$ cat config.mk
export PLATFORM = sky130hd
export DESIGN_NAME = alu_issue_ctrl_flat
export DESIGN_NICKNAME = d
export VERILOG_FILES = /design/src/rtl/alu_issue_ctrl_if.sv /design/src/rtl/alu_issue_ctrl.sv /design/src/flat_wrapper.sv
export SDC_FILE = /design/constraint.sdc
export NUM_CORES = 1
export LEC_CHECK = 0
export CAP_MARGIN = 20
export CORE_MARGIN = 4
export CORE_UTILIZATION = 36
export DETAILED_ROUTE_END_ITERATION = 8
export GPL_ROUTABILITY_DRIVEN = 0
export GPL_TIMING_DRIVEN = 1
export HOLD_SLACK_MARGIN = 0.1
export PLACE_DENSITY = 0.84
export SKIP_CTS_REPAIR_TIMING = 1
export SYNTH_ARGS = -nofsm -noshare
export SYNTH_HDL_FRONTEND = slang
export SYNTH_SLANG_ARGS = --single-unit
$ cat constraint.sdc
create_clock -name CLK -period 2.1 [get_ports CLK]
set_input_delay 0.63 -clock CLK [delete_from_list [all_inputs] [get_ports CLK]]
set_output_delay 0.63 -clock CLK [all_outputs]
set_load 0.05 [all_outputs]
$ cat src/rtl/alu_issue_ctrl_if.sv
// ID/EX issue handshake bundle for alu_issue_ctrl.
// The master side is the ID stage and hazard unit. The slave side is the issue controller.
interface alu_issue_ctrl_if;
    logic        In_Valid;
    logic [31:0] In_Instr;
    logic        In_Ready;
    logic        Stall;
    logic        Flush;
    logic        Valid_EX;
    logic [31:0] Instr_EX;
    logic [4:0]  Src_SEL;
    logic [4:0]  Shamt_EX;
    logic [15:0] Imm_EX;
    logic        MDU_Start;
    logic        MDU_Busy;
    logic        Illegal;

    modport master (
        output In_Valid, In_Instr, Stall, Flush,
        input  In_Ready, Valid_EX, Instr_EX, Src_SEL, Shamt_EX, Imm_EX,
               MDU_Start, MDU_Busy, Illegal
    );

    modport slave (
        input  In_Valid, In_Instr, Stall, Flush,
        output In_Ready, Valid_EX, Instr_EX, Src_SEL, Shamt_EX, Imm_EX,
               MDU_Start, MDU_Busy, Illegal
    );
endinterface

$ cat src/rtl/alu_issue_ctrl.sv
// ID/EX issue controller: decodes the ALU operand source, registers the EX slot, and schedules the shared MDU.
// Optional macro ILLEGAL_INSTR_EN: undecodable encodings issue as live slots with Src_SEL=31 and Illegal=1.
module alu_issue_ctrl #(
    parameter int MDU_CYCLES = 32,
    parameter int CNT_W      = 6
) (
    input  logic             CLK,
    input  logic             RESET,
    alu_issue_ctrl_if.slave  bus
);

    typedef enum logic [0:0] {
        ST_RUN  = 1'b0,
        ST_BUSY = 1'b1
    } state_t;

    localparam logic [CNT_W-1:0] CNT_LOAD = CNT_W'(MDU_CYCLES - 1);
    localparam logic [CNT_W-1:0] CNT_ONE  = CNT_W'(1);
    localparam logic [CNT_W-1:0] CNT_ZERO = CNT_W'(0);

    // Returns {legal, src_sel} for one instruction word.
    function automatic logic [5:0] decode_instr(input logic [31:0] instr);
        logic [5:0] res;
        res = {1'b0, 5'd0};
        case (instr[31:26])
            6'h00: begin
                case (instr[5:0])
                    6'h00, 6'h02, 6'h03: res = {1'b1, 5'd4};
                    6'h04, 6'h06, 6'h07: res = {1'b1, 5'd3};
                    6'h08, 6'h09, 6'h0C, 6'h0D,
                    6'h10, 6'h11, 6'h12, 6'h13,
                    6'h18, 6'h19, 6'h1A, 6'h1B,
                    6'h20, 6'h21, 6'h22, 6'h23,
                    6'h24, 6'h25, 6'h26, 6'h27,
                    6'h2A, 6'h2B:        res = {1'b1, 5'd0};
                    default:             res = {1'b0, 5'd0};
                endcase
            end
            6'h02, 6'h03:                res = {1'b1, 5'd0};
            6'h0C, 6'h0D, 6'h0E, 6'h0F:  res = {1'b1, 5'd1};
            6'h04, 6'h05, 6'h08, 6'h09,
            6'h0A, 6'h0B, 6'h23, 6'h2B:  res = {1'b1, 5'd2};
            default:                     res = {1'b0, 5'd0};
        endcase
        return res;
    endfunction

    logic [5:0]       opcode_s;
    logic [5:0]       funct_s;
    logic [5:0]       dec_s;
    logic             legal_s;
    logic [4:0]       dec_src_s;
    logic             mdu_op_s;
    logic             hilo_s;
    logic             block_s;
    logic             ready_s;
    logic             accept_s;
    logic             ld_valid_s;
    logic [4:0]       ld_src_s;

    logic             valid_r;
    logic [31:0]      instr_r;
    logic [4:0]       src_r;
    logic [4:0]       shamt_r;
    logic [15:0]      imm_r;
    logic             start_r;

    state_t           state_r;
    state_t           state_nxt_s;
    logic [CNT_W-1:0] cnt_r;
    logic [CNT_W-1:0] cnt_nxt_s;
    logic             busy_r;
    logic             busy_nxt_s;

    // Instruction classification and the issue handshake.
    always_comb begin
        opcode_s  = bus.In_Instr[31:26];
        funct_s   = bus.In_Instr[5:0];
        dec_s     = decode_instr(bus.In_Instr);
        legal_s   = dec_s[5];
        dec_src_s = dec_s[4:0];
        mdu_op_s  = (opcode_s == 6'h00) && (funct_s[5:2] == 4'b0110);
        // HI/LO reads are R-type only; I-type immediates can alias the funct bits.
        hilo_s    = (opcode_s == 6'h00) && ((funct_s == 6'h10) || (funct_s == 6'h12));
        block_s   = busy_r && (mdu_op_s || hilo_s);
        ready_s   = !bus.Stall && !bus.Flush && !block_s;
        accept_s  = bus.In_Valid && ready_s;
    end

`ifdef ILLEGAL_INSTR_EN
    logic ld_illegal_s;
    logic illegal_r;

    // Values loaded into the EX slot: undecodable words stay live so exceptions can see them.
    always_comb begin
        ld_valid_s   = 1'b1;
        ld_src_s     = 5'd0;
        ld_illegal_s = 1'b0;
        if (legal_s) begin
            ld_src_s     = dec_src_s;
            ld_illegal_s = 1'b0;
        end else begin
            ld_src_s     = 5'd31;
            ld_illegal_s = 1'b1;
        end
    end

    // Illegal flag follows loads and clears on bubbles; flush and stall hold it.
    always_ff @(posedge CLK) begin
        if (RESET) begin
            illegal_r <= 1'b0;
        end else if (bus.Flush || bus.Stall) begin
            illegal_r <= illegal_r;
        end else if (accept_s) begin
            illegal_r <= ld_illegal_s;
        end else begin
            illegal_r <= 1'b0;
        end
    end

    assign bus.Illegal = illegal_r;
`else
    // Values loaded into the EX slot: undecodable words become a silent NOP.
    always_comb begin
        ld_valid_s = 1'b0;
        ld_src_s   = 5'd0;
        if (legal_s) begin
            ld_valid_s = 1'b1;
            ld_src_s   = dec_src_s;
        end else begin
            ld_valid_s = 1'b0;
            ld_src_s   = 5'd0;
        end
    end

    assign bus.Illegal = 1'b0;
`endif

    // EX slot register: flush beats stall, stall beats load, otherwise a bubble.
    always_ff @(posedge CLK) begin
        if (RESET) begin
            valid_r <= 1'b0;
            instr_r <= 32'd0;
            src_r   <= 5'd0;
            shamt_r <= 5'd0;
            imm_r   <= 16'd0;
        end else if (bus.Flush) begin
            valid_r <= 1'b0;
        end else if (bus.Stall) begin
            valid_r <= valid_r;
        end else if (accept_s) begin
            valid_r <= ld_valid_s;
            instr_r <= bus.In_Instr;
            src_r   <= ld_src_s;
            shamt_r <= bus.In_Instr[10:6];
            imm_r   <= bus.In_Instr[15:0];
        end else begin
            valid_r <= 1'b0;
        end
    end

    // MDU start pulse is never held by a stall, so the unit cannot be started twice.
    always_ff @(posedge CLK) begin
        if (RESET) begin
            start_r <= 1'b0;
        end else begin
            start_r <= accept_s && mdu_op_s;
        end
    end

    // MDU scheduler state register.
    always_ff @(posedge CLK) begin
        if (RESET) begin
            state_r <= ST_RUN;
            cnt_r   <= CNT_ZERO;
            busy_r  <= 1'b0;
        end else begin
            state_r <= state_nxt_s;
            cnt_r   <= cnt_nxt_s;
            busy_r  <= busy_nxt_s;
        end
    end

    // MDU scheduler next state: once issued, an MDU op runs to completion.
    always_comb begin
        state_nxt_s = state_r;
        cnt_nxt_s   = cnt_r;
        case (state_r)
            ST_RUN: begin
                if (accept_s && mdu_op_s) begin
                    state_nxt_s = ST_BUSY;
                    cnt_nxt_s   = CNT_LOAD;
                end else begin
                    state_nxt_s = ST_RUN;
                    cnt_nxt_s   = CNT_ZERO;
                end
            end
            ST_BUSY: begin
                if (cnt_r == CNT_ONE) begin
                    state_nxt_s = ST_RUN;
                    cnt_nxt_s   = CNT_ZERO;
                end else begin
                    state_nxt_s = ST_BUSY;
                    cnt_nxt_s   = cnt_r - CNT_ONE;
                end
            end
            default: begin
                state_nxt_s = ST_RUN;
                cnt_nxt_s   = CNT_ZERO;
            end
        endcase
    end

    // MDU scheduler outputs, registered alongside the state.
    always_comb begin
        busy_nxt_s = 1'b0;
        if (state_nxt_s == ST_BUSY) begin
            busy_nxt_s = 1'b1;
        end else begin
            busy_nxt_s = 1'b0;
        end
    end

    assign bus.In_Ready  = ready_s;
    assign bus.Valid_EX  = valid_r;
    assign bus.Instr_EX  = instr_r;
    assign bus.Src_SEL   = src_r;
    assign bus.Shamt_EX  = shamt_r;
    assign bus.Imm_EX    = imm_r;
    assign bus.MDU_Start = start_r;
    assign bus.MDU_Busy  = busy_r;

endmodule

$ cat src/flat_wrapper.sv
// flat-port wrapper written by rule: the top's interface ports become plain ports
module alu_issue_ctrl_flat 
#(
    parameter int MDU_CYCLES = 32,
    parameter int CNT_W      = 6
)
  (CLK, RESET, bus_In_Valid, bus_In_Instr, bus_Stall, bus_Flush, bus_In_Ready, bus_Valid_EX, bus_Instr_EX, bus_Src_SEL, bus_Shamt_EX, bus_Imm_EX, bus_MDU_Start, bus_MDU_Busy, bus_Illegal);
  alu_issue_ctrl_if bus_i ();
  input  logic CLK;
  input  logic RESET;
  input wire logic [$bits(bus_i.In_Valid)-1:0] bus_In_Valid;
  input wire logic [$bits(bus_i.In_Instr)-1:0] bus_In_Instr;
  input wire logic [$bits(bus_i.Stall)-1:0] bus_Stall;
  input wire logic [$bits(bus_i.Flush)-1:0] bus_Flush;
  output wire logic [$bits(bus_i.In_Ready)-1:0] bus_In_Ready;
  output wire logic [$bits(bus_i.Valid_EX)-1:0] bus_Valid_EX;
  output wire logic [$bits(bus_i.Instr_EX)-1:0] bus_Instr_EX;
  output wire logic [$bits(bus_i.Src_SEL)-1:0] bus_Src_SEL;
  output wire logic [$bits(bus_i.Shamt_EX)-1:0] bus_Shamt_EX;
  output wire logic [$bits(bus_i.Imm_EX)-1:0] bus_Imm_EX;
  output wire logic [$bits(bus_i.MDU_Start)-1:0] bus_MDU_Start;
  output wire logic [$bits(bus_i.MDU_Busy)-1:0] bus_MDU_Busy;
  output wire logic [$bits(bus_i.Illegal)-1:0] bus_Illegal;
  assign bus_i.In_Valid = bus_In_Valid;
  assign bus_i.In_Instr = bus_In_Instr;
  assign bus_i.Stall = bus_Stall;
  assign bus_i.Flush = bus_Flush;
  assign bus_In_Ready = bus_i.In_Ready;
  assign bus_Valid_EX = bus_i.Valid_EX;
  assign bus_Instr_EX = bus_i.Instr_EX;
  assign bus_Src_SEL = bus_i.Src_SEL;
  assign bus_Shamt_EX = bus_i.Shamt_EX;
  assign bus_Imm_EX = bus_i.Imm_EX;
  assign bus_MDU_Start = bus_i.MDU_Start;
  assign bus_MDU_Busy = bus_i.MDU_Busy;
  assign bus_Illegal = bus_i.Illegal;
  alu_issue_ctrl #(.MDU_CYCLES(MDU_CYCLES), .CNT_W(CNT_W)) u_core (.CLK(CLK), .RESET(RESET), .bus(bus_i));
endmodule
==> results summary, run 1 <==
The total die area came out at between 6000 and 7000 um2. In the post-route analysis, the smallest setup slack over all paths is -112 ps. The met1 track demand over resource in global routing came out at 17.5%.

The remaining antenna violation count after routing is 0. The violation count after the first detailed-routing iteration is 81. The checks that failed: setup timing.

The maximum clock frequency is roughly 450 MHz. The fraction of registers with async set/reset came out at 0%. The final layout contains routed wiring with a total length of roughly 5.3 mm.

The average cell area after synthesis is about 7.9 um2. The antenna diode count came out at 0. The max-slew violation count is 0. The count of buffers inserted at the top-level ports is 96. sky130_fd_sc_hd__dfxtp_1 takes more of the synthesized area than any other cell.

The met3 usage in global routing is between 5 and 6%. The area after detailed placement came out at approximately 2800 um2. The number of buffers and inverters on the critical path came out at 2. The xor-xnor portion of the synthesized cell area is 1.79%. The initial antenna violation count came out at 0. The tightest min-delay check is of the reg2reg type. IR analysis of the VDD net gives a maximum drop of ~0.00046 V.

The maximum buffer depth of the clock tree is 2. After layout, the minimum clock period comes to between 2000 and 2500 ps. The final worst-path cycle share came out at 105%. The later-pin clock latency in the skew report came out at 290 ps.

The largest single stage delay on the critical path is 310 ps. The number of top-level pins came out at 100. In this run the standard cell core region covers 5170 um2.

The final standard cell area without fillers came out at 3000 um2. The flow ran to the end, but the final reports show violations. The design draws 0.00176 W. In the layout the commonest cells are 85 x sky130_fd_sc_hd__buf_4, 68 x sky130_fd_sc_hd__nand2_1, 44 x sky130_fd_sc_hd__dfxtp_1, 36 x sky130_fd_sc_hd__a21oi_1, 25 x sky130_fd_sc_hd__clkdlybuf4s50_1. Yosys mapped a number of flops with a built-in enable equal to 0.

The most used flip-flop cell after synthesis is sky130_fd_sc_hd__dfxtp_1. The number of standard cells after synthesis came out at 247. By startpoint and endpoint, the worst setup path is classified as in2out. The data required time of the worst path came out at ~1500 ps.

For this run, design rule violations remaining after detail routing come to 0. The global-route layer with the greatest usage is met2. By area, the combinational part of the netlist is dominated by simple AND/OR/NAND/NOR gates.

The number of detailed-route iterations in the first pass is 4. The setup clock skew after layout came out at between 5 and 6 ps. The standard-cell row count came out at 26.

Global routing consumed, over all layers together, around 15% of the routing resources. The total power per unit cell area is around 600 nW/um2. The number of unique standard cell types used by synthesis came out at 37.

Broken down by cell family, the worst path's largest delay share belongs to simple AND/OR/NAND/NOR gates. The width of the die is 81.7 um. The final hold violation count is 0. At the end of the flow the core is filled with cells to about three fifths. The largest net degree at the start of global routing came out at 27.

For this run, the number of Yosys warnings is 0. Of all nets on the critical path, the largest fanout is 2. The share of Yosys cell area claimed by the top area cell type is a little under half. The vertical die dimension is ~82 um. The signal on the critical path passes through buf_8 > nor4_4 > nand4_2 > o21a_2 > buf_8. The effective utilization at floorplan is between 30% and 40%. Of the total synthesized cell area, the portion taken by AND, OR, NAND and NOR gates is a little under a quarter. The area fraction in compound gates after synthesis is about 15%.

The proportion of layout cells with a drive suffix above 1 is between 30% and 40%. After synthesis, flip-flops and latches occupy between 40 and 50% of the total area. The number of flip-flops and latches in the synthesized netlist is 44. The area growth from synthesis to layout is 53.3%. The worst setup path is captured at an output pin. The post-synthesis instance area came out at between 1500 and 2000 um2. The data arrival time of the critical path is around 1600 ps. The clock transition at the registers of the reported paths came out at around 70 ps. The number of clock buffers added by TritonCTS is 5. The first global-routing pass estimated 8.05 mm of wire. The leakage power is roughly 1.4 nW. The mean routed wirelength per cell came out at between 10 and 15 um. The post-detailed-placement half-perimeter wirelength came out at approximately 4.1 mm. The multiplexer fraction of the synthesized cell area is less than 1%. In this design, the critical path's most frequently occurring cell is sky130_fd_sc_hd__buf_8.

TritonCTS built the clock tree. Setup repair after global routing could not meet its margin everywhere. The number of endpoints failing setup at the final stage is 1. The routed layout has just under 2000 vias. STA classifies the critical path startpoint as an input port. The adder and majority gate portion of the synthesized area is about 1.3%. The largest individual stage delay along the critical path comes from the cell sky130_fd_sc_hd__nor4_4.

The H-tree depth is 2. After global routing the overflow that remains totals 0. The number of nets in the layout came out at around 380.

The number of global-route vias before repair is 1803. The tool flagged a number of max-cap violations equal to 0. The cell sitting at the root of the clock tree is a sky130_fd_sc_hd__clkbuf_8.

The most common cell after layout, fill and taps aside is sky130_fd_sc_hd__buf_4. The global routing met2 resource utilization came out at 27.2%. By area the synthesized netlist is led by sky130_fd_sc_hd__dfxtp_1 45%, sky130_fd_sc_hd__nand2_1 13%, sky130_fd_sc_hd__a21oi_1 9.5%. For this design, the sink count on the clock tree is 44. The post-detailed-route via-to-cell ratio is 4.72.
## worst paths after layout
path	cells after the start	startpoint	slack [ps]	end
worst min register to register	2	u_core.bus.Instr_EX[24]$_SDFFE_PP0P_	460	u_core.bus.Instr_EX[24]$_SDFFE_PP0P_
worst max register to register	5	u_core.state_r$_SDFF_PP0_	720	u_core.bus.Src_SEL[2]$_SDFFE_PP0P_
worst min-delay path	2	u_core.bus.Instr_EX[24]$_SDFFE_PP0P_	460	u_core.bus.Instr_EX[24]$_SDFFE_PP0P_
worst max-delay path	5	bus_In_Instr[29]	-110	bus_In_Ready
## worst register-to-register path, stage by stage (launching register included)
cell and delay, ps:
sky130_fd_sc_hd__dfxtp_1 360, sky130_fd_sc_hd__nand2_2 110, sky130_fd_sc_hd__o21bai_4 80, sky130_fd_sc_hd__buf_4 150, sky130_fd_sc_hd__or4_1 490, sky130_fd_sc_hd__a21oi_2 120
## report_power, final
part	total (W)	internal, W	switching, W
logic	0.000401	0.000162	0.000239
clock network	0.000486	0.000226	0.000260
registers	0.000870	0.000856	0.0000145
total	0.00176	0.00124	0.000514
## routing by layer
metal  share of wire (%)  vias to the layer above  wire length [um]
met5                   0                        -                 0
met4                 1.6                        0                87
met3                 8.4                        8               445
met2                  50                       74              2650
met1                  40                      896              2090
li1                    -                      982                 -
## state kept, by name, indices dropped and copies added (netlist names)
signal	flops
u_core.cnt_r	6
u_core.bus.MDU_Start	1
u_core.bus.Src_SEL	3
u_core.bus.Instr_EX	17
u_core.bus.Imm_EX	15
u_core.bus.Valid_EX	1
u_core.state_r	1
## area by class of cell
type / count / area, um2
multi-input combinational: 164 / 865
clock inverter: 1 / 5.00
inverter: 6 / 22.5
clock buffer: 6 / 72.6
timing repair buffer: 124 / 1070
sequential: 44 / 881
tap: 70 / 87.6
fill: 489 / 2170
## per-stage QoR
stage,TNS (ps),hold WS (ps),std cells,setup WS (ps)
finish,-112,456,415,-112
global placement,-17230,442,406,-537
global route,-141,484,415,-141
CTS,-5910,456,413,-566
floorplan,0,472,249,34.8
detailed placement,-18760,445,406,-563
## logic make-up after synthesis
family	Yosys count
muxes	1
DFF	44
other	1
adders and majority gates	2
and+or+nand+nor	101
xor gates and xnor gates	4
AOI/OAI and AO/OA	53
buffers and inverters	41
## cell usage after synthesis, drive strengths merged, types with 3 or more instances
master / instances
buf: 29
nor2: 13
xnor2: 3
dfxtp: 44
inv: 6
nor3: 3
o21ai: 7
nand2: 69
nand2b: 3
a21oi: 37
clkbuf: 6
Note: power is estimated with default switching activity, not from simulation.
==> run 2, diff against run 1 <==
--- a/config.mk
+++ b/config.mk
@@ -5,11 +5,11 @@
 export SDC_FILE = /design/constraint.sdc
 export NUM_CORES = 1
 export LEC_CHECK = 0
+export ABC_CLOCK_PERIOD_IN_PS = 2100
 export CAP_MARGIN = 20
 export CORE_MARGIN = 4
 export CORE_UTILIZATION = 36
 export DETAILED_ROUTE_END_ITERATION = 8
-export GPL_ROUTABILITY_DRIVEN = 0
 export GPL_TIMING_DRIVEN = 1
 export HOLD_SLACK_MARGIN = 0.1
 export PLACE_DENSITY = 0.84
==> results of run 2 <==
The final DEF is identical to that of run 1; final timing and power are the same.
